===== config.mk =====
export PLATFORM = sky130hd
export DESIGN_NAME = muldiv_sched_ctrl_flat
export DESIGN_NICKNAME = d
export VERILOG_FILES = /design/src/rtl/core_ctrl_pkg.sv /design/src/rtl/muldiv_sched_ctrl_if.sv /design/src/rtl/md_lat_counter.sv /design/src/rtl/muldiv_sched_ctrl.sv /design/src/flat_wrapper.sv
export SDC_FILE = /design/constraint.sdc
export NUM_CORES = 1
export LEC_CHECK = 0
export BUFFER_PORTS_ARGS = -buffer_cell sky130_fd_sc_hd__buf_2
export CORE_MARGIN = 2
export CORE_UTILIZATION = 53
export CTS_CLUSTER_SIZE = 28
export DETAILED_ROUTE_END_ITERATION = 12
export PLACE_DENSITY = 0.84
export SYNTH_ARGS = -nofsm -noshare
export SYNTH_HDL_FRONTEND = slang
export SYNTH_SLANG_ARGS = --single-unit

===== constraint.sdc =====
create_clock -name clk -period 2.99 [get_ports clk]
set_input_delay 0.4485 -clock clk [delete_from_list [all_inputs] [get_ports clk]]
set_output_delay 0.4485 -clock clk [all_outputs]
set_load 0.005 [all_outputs]

===== src/rtl/core_ctrl_pkg.sv =====
// Shared control-path definitions for the MUL/DIV issue/writeback scheduler:
// FSM encoding, default latencies and the WB reservation distance.
package core_ctrl_pkg;

  typedef enum logic [1:0] {
    IDLE = 2'b00,
    RUN  = 2'b01,
    WB   = 2'b10
  } md_state_e;

  localparam int MUL_LAT_DEF     = 4;
  localparam int DIV_LAT_DEF     = 34;
  localparam int CNT_W_DEF       = 6;
  // Bubble injected at this count walks EX, MEM and lands in WB at count 0.
  localparam int WB_RESERVE_DIST = 3;

  function automatic logic reg_hit(logic use_r, logic [4:0] a, logic [4:0] b);
    return use_r && (a == b) && (b != 5'd0);
  endfunction

endpackage


===== src/rtl/muldiv_sched_ctrl_if.sv =====
// ID-stage / MUL-DIV unit signal bundle for the scheduler.
// Optional forwarding outputs exist only with MUL_DIV_FWD_EN.
interface muldiv_sched_ctrl_if;
  logic       md_valid_ID;
  logic [2:0] md_funct3_ID;
  logic [4:0] rd_ID, rs1_ID, rs2_ID;
  logic       rs1use_ID, rs2use_ID, wen_ID, ext_stall_ID;

  logic       md_start;
  logic [2:0] md_funct3;
  logic [4:0] md_rd;
  logic       md_busy, stall_ID, bubble_DE, md_rf_we, wb_sel_md;
`ifdef MUL_DIV_FWD_EN
  logic       fwd_md_A, fwd_md_B;
`endif

  modport slave (
    input  md_valid_ID, md_funct3_ID, rd_ID, rs1_ID, rs2_ID,
    input  rs1use_ID, rs2use_ID, wen_ID, ext_stall_ID,
`ifdef MUL_DIV_FWD_EN
    output fwd_md_A, fwd_md_B,
`endif
    output md_start, md_funct3, md_rd, md_busy, stall_ID, bubble_DE,
    output md_rf_we, wb_sel_md
  );

  modport master (
    output md_valid_ID, md_funct3_ID, rd_ID, rs1_ID, rs2_ID,
    output rs1use_ID, rs2use_ID, wen_ID, ext_stall_ID,
`ifdef MUL_DIV_FWD_EN
    input  fwd_md_A, fwd_md_B,
`endif
    input  md_start, md_funct3, md_rd, md_busy, stall_ID, bubble_DE,
    input  md_rf_we, wb_sel_md
  );
endinterface


===== src/rtl/md_lat_counter.sv =====
// Load/decrement latency counter; flags the WB-reservation point and the
// last RUN cycle. Holds at zero when idle.
module md_lat_counter
  import core_ctrl_pkg::*;
#(
  parameter int CNT_W = CNT_W_DEF
) (
  input  logic             clk,
  input  logic             rst_n,
  input  logic             load,
  input  logic [CNT_W-1:0] load_val,
  output logic             at_resv,
  output logic             at_last
);
  logic [CNT_W-1:0] cnt_q, cnt_d;

  always_comb begin
    cnt_d = cnt_q;
    if (load)               cnt_d = load_val;
    else if (cnt_q != '0)   cnt_d = cnt_q - 1'b1;
  end

  always_ff @(posedge clk) begin
    if (!rst_n) cnt_q <= '0;
    else        cnt_q <= cnt_d;
  end

  assign at_resv = (cnt_q == CNT_W'(WB_RESERVE_DIST));
  assign at_last = (cnt_q == CNT_W'(1));
endmodule


===== src/rtl/muldiv_sched_ctrl.sv =====
// MUL/DIV issue and writeback scheduler: starts the shared unit, stalls ID on
// conflicts and reserves the RF write port. MUL_DIV_FWD_EN adds WB-cycle forwarding.
module muldiv_sched_ctrl
  import core_ctrl_pkg::*;
#(
  parameter int MUL_LAT = MUL_LAT_DEF,
  parameter int DIV_LAT = DIV_LAT_DEF,
  parameter int CNT_W   = CNT_W_DEF
) (
  input logic               clk,
  input logic               rst_n,
  muldiv_sched_ctrl_if.slave bus
);
  md_state_e        state_q, state_d;
  logic [4:0]       md_rd_q, md_rd_d;
  logic [2:0]       md_funct3_q, md_funct3_d;
  logic             issue, conflict, resv, at_resv, at_last;
  logic             hit_rs1, hit_rs2, hit_rd, fwd_a, fwd_b;
  logic [CNT_W-1:0] lat_m1;

  assign hit_rs1 = reg_hit(bus.rs1use_ID, bus.rs1_ID, md_rd_q);
  assign hit_rs2 = reg_hit(bus.rs2use_ID, bus.rs2_ID, md_rd_q);
  assign hit_rd  = reg_hit(bus.wen_ID,    bus.rd_ID,  md_rd_q);
  assign lat_m1  = bus.md_funct3_ID[2] ? CNT_W'(DIV_LAT - 1) : CNT_W'(MUL_LAT - 1);

  md_lat_counter #(.CNT_W(CNT_W)) u_cnt (
    .clk      (clk),
    .rst_n    (rst_n),
    .load     (issue),
    .load_val (lat_m1),
    .at_resv  (at_resv),
    .at_last  (at_last)
  );

  always_ff @(posedge clk) begin
    if (!rst_n) begin
      state_q     <= IDLE;
      md_rd_q     <= '0;
      md_funct3_q <= '0;
    end else begin
      state_q     <= state_d;
      md_rd_q     <= md_rd_d;
      md_funct3_q <= md_funct3_d;
    end
  end

  always_comb begin
    state_d     = state_q;
    md_rd_d     = issue ? bus.rd_ID        : md_rd_q;
    md_funct3_d = issue ? bus.md_funct3_ID : md_funct3_q;
    case (state_q)
      IDLE:    if (issue) state_d = RUN;
      RUN:     if (at_last) state_d = WB;
      WB:      state_d = issue ? RUN : IDLE;
      default: state_d = IDLE;
    endcase
  end

  // In WB the unit is free again, so only register conflicts hold ID.
  always_comb begin
    conflict = 1'b0;
    resv     = 1'b0;
    fwd_a    = 1'b0;
    fwd_b    = 1'b0;
    case (state_q)
      RUN: begin
        conflict = bus.md_valid_ID | hit_rs1 | hit_rs2 | hit_rd;
        resv     = at_resv;
      end
      WB: begin
`ifdef MUL_DIV_FWD_EN
        conflict = hit_rd;
        fwd_a    = hit_rs1;
        fwd_b    = hit_rs2;
`else
        conflict = hit_rs1 | hit_rs2 | hit_rd;
`endif
      end
      default: ;
    endcase
    issue = bus.md_valid_ID & ~bus.ext_stall_ID & ~conflict;
  end

  assign bus.md_start  = issue;
  assign bus.md_funct3 = md_funct3_q;
  assign bus.md_rd     = md_rd_q;
  assign bus.md_busy   = (state_q != IDLE);
  assign bus.stall_ID  = conflict | resv;
  assign bus.bubble_DE = conflict | resv;
  assign bus.md_rf_we  = (state_q == WB) && (md_rd_q != 5'd0);
  assign bus.wb_sel_md = (state_q == WB);
`ifdef MUL_DIV_FWD_EN
  assign bus.fwd_md_A  = fwd_a;
  assign bus.fwd_md_B  = fwd_b;
`else
  logic unused_fwd;
  assign unused_fwd = fwd_a ^ fwd_b;
`endif
endmodule


===== src/flat_wrapper.sv =====
// flat-port wrapper written by rule: the top's interface ports become plain ports
module muldiv_sched_ctrl_flat import core_ctrl_pkg::*;
#(
  parameter int MUL_LAT = MUL_LAT_DEF,
  parameter int DIV_LAT = DIV_LAT_DEF,
  parameter int CNT_W   = CNT_W_DEF
)
  (clk, rst_n, bus_md_valid_ID, bus_md_funct3_ID, bus_rd_ID, bus_rs1_ID, bus_rs2_ID, bus_rs1use_ID, bus_rs2use_ID, bus_wen_ID, bus_ext_stall_ID, bus_md_start, bus_md_funct3, bus_md_rd, bus_md_busy, bus_stall_ID, bus_bubble_DE, bus_md_rf_we, bus_wb_sel_md);
  muldiv_sched_ctrl_if bus_i ();
  input logic clk;
  input logic rst_n;
  input wire logic [$bits(bus_i.md_valid_ID)-1:0] bus_md_valid_ID;
  input wire logic [$bits(bus_i.md_funct3_ID)-1:0] bus_md_funct3_ID;
  input wire logic [$bits(bus_i.rd_ID)-1:0] bus_rd_ID;
  input wire logic [$bits(bus_i.rs1_ID)-1:0] bus_rs1_ID;
  input wire logic [$bits(bus_i.rs2_ID)-1:0] bus_rs2_ID;
  input wire logic [$bits(bus_i.rs1use_ID)-1:0] bus_rs1use_ID;
  input wire logic [$bits(bus_i.rs2use_ID)-1:0] bus_rs2use_ID;
  input wire logic [$bits(bus_i.wen_ID)-1:0] bus_wen_ID;
  input wire logic [$bits(bus_i.ext_stall_ID)-1:0] bus_ext_stall_ID;
  output wire logic [$bits(bus_i.md_start)-1:0] bus_md_start;
  output wire logic [$bits(bus_i.md_funct3)-1:0] bus_md_funct3;
  output wire logic [$bits(bus_i.md_rd)-1:0] bus_md_rd;
  output wire logic [$bits(bus_i.md_busy)-1:0] bus_md_busy;
  output wire logic [$bits(bus_i.stall_ID)-1:0] bus_stall_ID;
  output wire logic [$bits(bus_i.bubble_DE)-1:0] bus_bubble_DE;
  output wire logic [$bits(bus_i.md_rf_we)-1:0] bus_md_rf_we;
  output wire logic [$bits(bus_i.wb_sel_md)-1:0] bus_wb_sel_md;
  assign bus_i.md_valid_ID = bus_md_valid_ID;
  assign bus_i.md_funct3_ID = bus_md_funct3_ID;
  assign bus_i.rd_ID = bus_rd_ID;
  assign bus_i.rs1_ID = bus_rs1_ID;
  assign bus_i.rs2_ID = bus_rs2_ID;
  assign bus_i.rs1use_ID = bus_rs1use_ID;
  assign bus_i.rs2use_ID = bus_rs2use_ID;
  assign bus_i.wen_ID = bus_wen_ID;
  assign bus_i.ext_stall_ID = bus_ext_stall_ID;
  assign bus_md_start = bus_i.md_start;
  assign bus_md_funct3 = bus_i.md_funct3;
  assign bus_md_rd = bus_i.md_rd;
  assign bus_md_busy = bus_i.md_busy;
  assign bus_stall_ID = bus_i.stall_ID;
  assign bus_bubble_DE = bus_i.bubble_DE;
  assign bus_md_rf_we = bus_i.md_rf_we;
  assign bus_wb_sel_md = bus_i.wb_sel_md;
  muldiv_sched_ctrl #(.MUL_LAT(MUL_LAT), .DIV_LAT(DIV_LAT), .CNT_W(CNT_W)) u_core (.clk(clk), .rst_n(rst_n), .bus(bus_i));
endmodule

==> results of run 1 <==
## path summary, 6_finish.rpt
path / start / endpoint / slack (ns) / cells past startpoint
max: u_core.bus.md_rd[3]$_SDFFE_PN0P_ / bus_stall_ID / 0.65 / 7
min: bus_md_funct3_ID[0] / u_core.bus.md_funct3[0]$_SDFFE_PN0P_ / 0.42 / 3
min reg2reg: u_core.bus.md_funct3[2]$_SDFFE_PN0P_ / u_core.bus.md_funct3[2]$_SDFFE_PN0P_ / 0.48 / 2
max reg2reg: u_core.state_q[0]$_SDFFE_PN0P_ / u_core.u_cnt.cnt_q[5]$_SDFFE_PN0P_ / 0.96 / 8
## Yosys cell counts (2+ instances only)
master / count / area, um2
nand4_1: 2 / 12.5
mux2i_1: 9 / 90.1
nor3_1: 3 / 15.0
dfxtp_1: 16 / 320
o21ai_0: 2 / 10.0
a21boi_1: 2 / 15.0
ha_1: 8 / 100
xor2_1: 4 / 35.0
nor2b_1: 10 / 62.6
inv_1: 6 / 22.5
buf_4: 5 / 37.5
a21oi_1: 2 / 10.0
o21a_1: 2 / 15.0
and2_1: 3 / 18.8
xnor2_1: 14 / 123
buf_6: 2 / 22.5
or3_1: 2 / 12.5
nor2_1: 4 / 15.0
nand2_1: 10 / 37.5
nor4_1: 2 / 12.5
## registers in the layout (all words and copies together), names as in the netlist
signal	cells
u_core.bus.md_rd	5
u_core.bus.md_funct3	3
u_core.u_cnt.cnt_q	6
u_core.state_q	2
## cell families after synthesis
logic type,share of synthesized area
AO/OA/AOI/OAI,0.111
XOR/XNOR,0.143
adder cells (fa/ha/maj),0.0909
buffers and inverters,0.0784
flip-flops,0.291
multiplexers,0.0818
AND/OR/NAND/NOR,0.203
## metrics by stage
stage | util | area (um2) | worst slack [ns] | hold WS [ns]
6_report | 0.665 | 1310 | 0.647 | 0.420
5_1_grt | 0.665 | 1310 | 0.455 | 0.447
4_1_cts | 0.665 | 1310 | 0.646 | 0.412
3_5_place_dp | 0.647 | 1270 | 0.851 | 0.466
3_3_place_gp | 0.647 | 1270 | 0.888 | 0.464
2_1_floorplan | - | 1100 | 1.06 | 0.462
## worst min-delay path, cell delays in order
cell and delay (ns):
buf_2 0.08, mux2i_1 0.06, nor2b_1 0.10
## metal layers
layer  routed length, um  GRT usage  up-vias
met1                1030      0.227      427
li1                    -          -      476
met2                1210      0.336       24
met5                   0          0        -
met3                  96     0.0424        4
met4                  25     0.0880        0
## where the power goes
group          internal [mW]  total (mW)  leakage, nW  switching, mW
Sequential             0.270       0.340        0.131         0.0702
Clock                 0.0741       0.145       0.0210         0.0706
Combinational          0.265       0.531        0.446          0.266
Total                  0.609        1.02        0.598          0.407
## cell type report
class	count	area [um2]
multi-input cells	91	694
fillers	188	657
flip-flops and latches	16	320
repair buffers	39	198
clock buffers	4	36.3
well taps	27	33.8
inverters	6	22.5
==> metrics.txt, run 1 <==
outcome completed; Initial Util 0.561; P_leak 0.598 nW; Gate Count Post-Synth between 100 and 150; Slew HR 0.557; crit start category flip-flop; post-synthesis cell type count 33; I/O Pins 39; leading cell types in the layout, fill and taps excluded 38 x buf_2, 16 x dfxtp_1, 14 x xnor2_1; Final ANT Viol Nets 0; kind of critical path reg2out; All-Layer GR Usage 0.194; Site Rows 16; Top delay family on crit path compound AO/OA/AOI/OAI gates; register area share after synthesis 0.291; clk_skew 0.00451 ns; grt ovf 0; share of post-route cells with drive strength above 1 0.288; largest net degree at the start of global routing 16; Post CTS Setup Buffer Count 0; # DRC 0; total CTS buffers 3; IO buf count 38; CTS H-tree depth 1; TNS Setup 0 ns; CTS sink count 16; final net count 190; Power Total 1.02 mW; Area Overhead vs Synth 18.5%; most common cell after layout, fill and taps aside buf_2; Post-Synthesis Net Count about 150; vias in the first global route 913; worst min path class in2reg; HPWL Detailed 1810 um; initial antenna violation count 0; post-route clock period utilization 0.784; Top FF cell, synth dfxtp_1; Max Freq ~430 MHz; slowest CP cell dfxtp_1; max cap viols 0; Root Driver clkbuf_4; RSZ-0062 raised after global routing no; ant diodes 0; worst-skew pair later-pin latency 0.29 ns; Finished Layout Cells 183; ys async rst share 0; DR WL/cell 12.9 um; WP buf/inv 1; Worst Tran Pin Value 0.659 ns; VDD IR max 0.450 mV; final setup vio count 0; synthesized area about 1100 um2; hold buffer count at cts 0; Placed Cells roughly 180; Final min period about 2.3 ns; Yosys Warn Count 0; Seq cells post-synth 16; Power Density roughly 780 nW/um2; Final Hold Vio Count 0; Worst-path clk slew roughly 0.1 ns; via count about 930; Most Frequent Cell on Critical Path o21ai_0; Via density 5.09; Die Ht 49.6 um; CTS tree built; Worst path max stage delay between 0.4 and 0.5 ns; Slew Viols, Final 0; die area 2460 um2; CP cell instances xnor2_1, nand4_1, o22ai_1, o21ai_0, o21ai_0, a32o_1, buf_2; Core Area between 1500 and 2000 um2; crit path capture type output pin; Final Routed Wirelength 2350 um; DRT iter0 DRCs 20; Crit path required time ~2.5 ns; Die X 49.6 um; EDFF count, synth 0; average size of a mapped cell 9.10 um2; CTS Buffer Depth 2; first drt pass iteration count 6; worst-path maximum fanout 6; Routability Congestion 0.779; WP data arrival approximately 1.9 ns; Post-CTS Resized 0; first-pass GRT wire length roughly 3700 um
(Power assumes the default switching activity.)
==> run 2, diff against run 1 <==
Settings changed: ABC_AREA set to 1, CORE_UTILIZATION 53 to 44, PLACE_DENSITY 0.84 to 0.74.
Clock period 2.99 ns to 2.1 ns, I/O delays scaled along.
==> metrics.txt, run 2 <==
Die X 54.8 um (+10%); leading cell types in the layout, fill and taps excluded 60 x nand2_1, 38 x buf_2, 25 x inv_1; P_leak 0.819 nW (+37%); total CTS buffers 3 (unchanged); Final Hold Vio Count 0 (unchanged); VDD IR max 0.790 mV (+76%); worst-skew pair later-pin latency 0.28 ns (about the same); DR WL/cell 9.82 um (-24%); average size of a mapped cell 6.10 um2 (-33%); Core Area 2450 um2 (+25%); outcome completed; CTS H-tree depth 1 (unchanged); Synth Area in XOR/XNOR 0.0154 (-0.128); Crit path depth 8 (+1); hold buffer count at cts 0 (unchanged); Most Frequent Cell on Critical Path inv_1; Routability Congestion 0.801 (+2.7%); Compound-Gate Fraction of Synth Area 0.112 (+0.00110); IO buf count 38 (unchanged); Power Density 1020 nW/um2 (+30%); DRT iter0 DRCs 16 (-20%); final setup vio count 0 (unchanged); Simple-Gate Fraction of Synth Area 0.369 (+0.166); Gate Count Post-Synth 186 (+54%); Die Ht 54.8 um (+10%); CTS tree built; worst-path maximum fanout 5 (-1); Top FF cell, synth dfxtp_1; reg-to-reg startpoint u_core.state_q[0]$_SDFFE_PN0P_; Top Metal Used met4; Crit path required time 1.78 ns (-0.76 ns); HPWL Detailed 1970 um (+8.4%); post-synthesis cell type count 20 (-39%); mux share of post-synthesis cell area 0 (-0.0818); Top delay family on crit path simple AND/OR/NAND/NOR gates; most common cell in the netlist nand2_1; Worst Tran Pin Value 0.269 ns (-0.390 ns); crit path from u_core.state_q[0]$_SDFFE_PN0P_; max cap viols 0 (unchanged); I/O Pins 39 (unchanged); Final Util 0.569 (-0.0964); vias in the first global route 1,024 (+12%); fill count 275 (+46%); CTS sink count 16 (unchanged); die area 3000 um2 (+22%); grt ovf 0 (unchanged); Max Freq 507 MHz; initial antenna violation count 0 (unchanged); Site Rows 18 (+2); via count 1,181 (+27%); post-route clock period utilization 0.939; Initial Util 0.462 (-0.0989); Slew Viols, Final 0 (unchanged); Slew HR 0.820 (+0.264); Setup WS pre-CTS 0.223 ns (-0.628 ns); EDFF count, synth 0 (unchanged); Post-Synthesis Net Count 219 (+42%); ant diodes 0 (unchanged); Final WS setup 0.127 ns (-0.519 ns); met1 WL 1160 um (+13%); largest family of logic cells by synthesized area simple AND/OR/NAND/NOR gates; reg-to-reg slack, setup 0.31 ns (-0.65 ns); Post-synth top cells 60 x nand2_1, 25 x inv_1, 21 x nor2_1; Area Overhead vs Synth 23.0%; crit path capture type output pin; WP data arrival 1.66 ns (-0.23 ns); Via density 4.61 (-9.3%); met3 routed WL 136 um (+42%); largest area contributor in the netlist dfxtp_1; most common cell after layout, fill and taps aside nand2_1; # DRC 0 (unchanged); Seq cells post-synth 16 (unchanged); first-pass GRT wire length 4100 um (+11%); crit start category flip-flop; Synth area leaders dfxtp_1 28%, nand2_1 20%, ha_1 8.8%, inv_1 8.3%, nor2_1 6.9%; post-synth top area share 0.282 (-0.00866); r2r endpoint u_core.bus.md_rd[1]$_SDFFE_PN0P_; kind of critical path reg2out; Final Routed Wirelength 2510 um (+6.8%); Final ANT Viol Nets 0 (unchanged); WP buf/inv 3 (+2); Yosys Warn Count 0 (unchanged); Reg with most FFs u_core.u_cnt.cnt_q; clk_skew 0.00203 ns (-0.00248 ns); register area share after synthesis 0.282 (-0.00866); first drt pass iteration count 4 (-2); All-Layer GR Usage 0.185 (-0.00913); slowest CP cell dfxtp_2; CTS Buffer Depth 2 (unchanged); Root Driver clkbuf_4; Final min period a little under 2 ns; Reg2Reg Depth 10 (+2); final net count 260 (+37%); crit path capture bus_md_start; largest net degree at the start of global routing 12 (-4); max FFs per register 6 (unchanged); worst min path class in2reg; Worst-path clk slew 0.10 ns (about the same); adder-cell share of the synthesized area 0.0882 (-0.00271); Worst path max stage delay 0.36 ns (-0.11 ns); register area 333 um2 (+3.9%); Met2 Routed Length 1210 um (+0.66%); CP cell instances inv_1, ha_2, or2_2, nand2_1, nand2_2, nand2_4, inv_1, buf_2; area of the multi-input gates 672 um2 (-3.2%); ys async rst share 0 (unchanged); synthesized area 1130 um2 (+3.1%); share of post-route cells with drive strength above 1 0.283 (-0.00528)
## run 2: cell count changes in the layout (fill, tap and decap cells not counted), moves of 3 or more
cell	delta
inv_1	+19
o21ai_0	+5
nand2_1	+50
a21oi_1	+12
xnor2_1	-14
nand3_1	+10
dfxtp_2	+4
dfxtp_1	-6
mux2i_1	-9
and2_1	-3
inv_2	+5
nand2_2	+5
nor2_1	+17
nor2b_1	-10
## run 2: how the worst min path moves through the flow
stage,from,end,slack [ns],cells after the start
final,bus_md_funct3_ID[0],u_core.bus.md_funct3[0]$_SDFFE_PN0P_,0.28,3
after global routing,bus_md_funct3_ID[1],u_core.bus.md_funct3[1]$_SDFFE_PN0P_,0.33,3
after CTS,bus_md_funct3_ID[0],u_core.bus.md_funct3[0]$_SDFFE_PN0P_,0.28,3
after detailed placement,u_core.bus.md_funct3[2]$_SDFFE_PN0P_,u_core.bus.md_funct3[2]$_SDFFE_PN0P_,0.46,2
after global placement,u_core.bus.md_funct3[2]$_SDFFE_PN0P_,u_core.bus.md_funct3[2]$_SDFFE_PN0P_,0.46,2
after floorplan,u_core.u_cnt.cnt_q[3]$_SDFFE_PN0P_,u_core.u_cnt.cnt_q[3]$_SDFFE_PN0P_,0.46,2
## run 2: kinds of logic after synthesis
| family | after synthesis |
|---|---|
| AOI/OAI and AO/OA | 24 |
| buffers and inverters | 34 |
| DFF | 16 |
| xor gates and xnor gates | 2 |
| adders and majority gates | 8 |
| and+or+nand+nor | 102 |
## run 2: what timing repair did
| item | CTS | global route |
|---|---|---|
| setup endpoints to repair | 1 | 3 |
| resized for setup | 1 | 9 |
| buffers inserted | 1 | 0 |
| gates cloned | 0 | 0 |
| hold endpoints to repair | 0 | 0 |
## run 2: worst register-to-register path, cell delays in order (launching register included)
cell	delay (ns)
dfxtp_2	0.36
inv_1	0.07
ha_2	0.20
or2_2	0.29
nand2_1	0.09
nand2_2	0.09
nand2_4	0.07
buf_4	0.17
buf_4	0.17
o21ai_0	0.07
a21oi_1	0.13
## run 2: where the power goes
group / switching [mW] / internal, mW / total, mW
clock: 0.0987 / 0.105 / 0.204
sequential: 0.0814 / 0.395 / 0.476
combinational: 0.438 / 0.299 / 0.737
total: 0.619 / 0.799 / 1.42
## run 2: per-layer routing
metal,GRT usage,up-vias
met5,0,-
met4,0.0375,0
met3,0.0301,2
met2,0.351,23
met1,0.213,510
li1,-,646
## run 2: per-stage QoR
step / power (mW) / hold WS (ns) / std cells / TNS, ns / area (um2)
finish: 1.42 / 0.281 / 256 / 0 / 1400
global route: 1.58 / 0.327 / 256 / -0.00874 / 1400
CTS: 1.42 / 0.275 / 256 / 0 / 1380
detailed placement: 1.20 / 0.459 / 251 / 0 / 1330
global placement: 1.20 / 0.460 / 251 / 0 / 1330
floorplan: 1.03 / 0.457 / 186 / 0 / 1130
## run 2: final cells by class
| type | instances | share of cell area |
|---|---|---|
| Tap cell | 30 | 0.0269 |
| Inverter | 30 | 0.0806 |
| Timing Repair Buffer | 40 | 0.147 |
| Sequential cell | 16 | 0.238 |
| Multi-Input combinational cell | 136 | 0.481 |
| Clock buffer | 4 | 0.0260 |
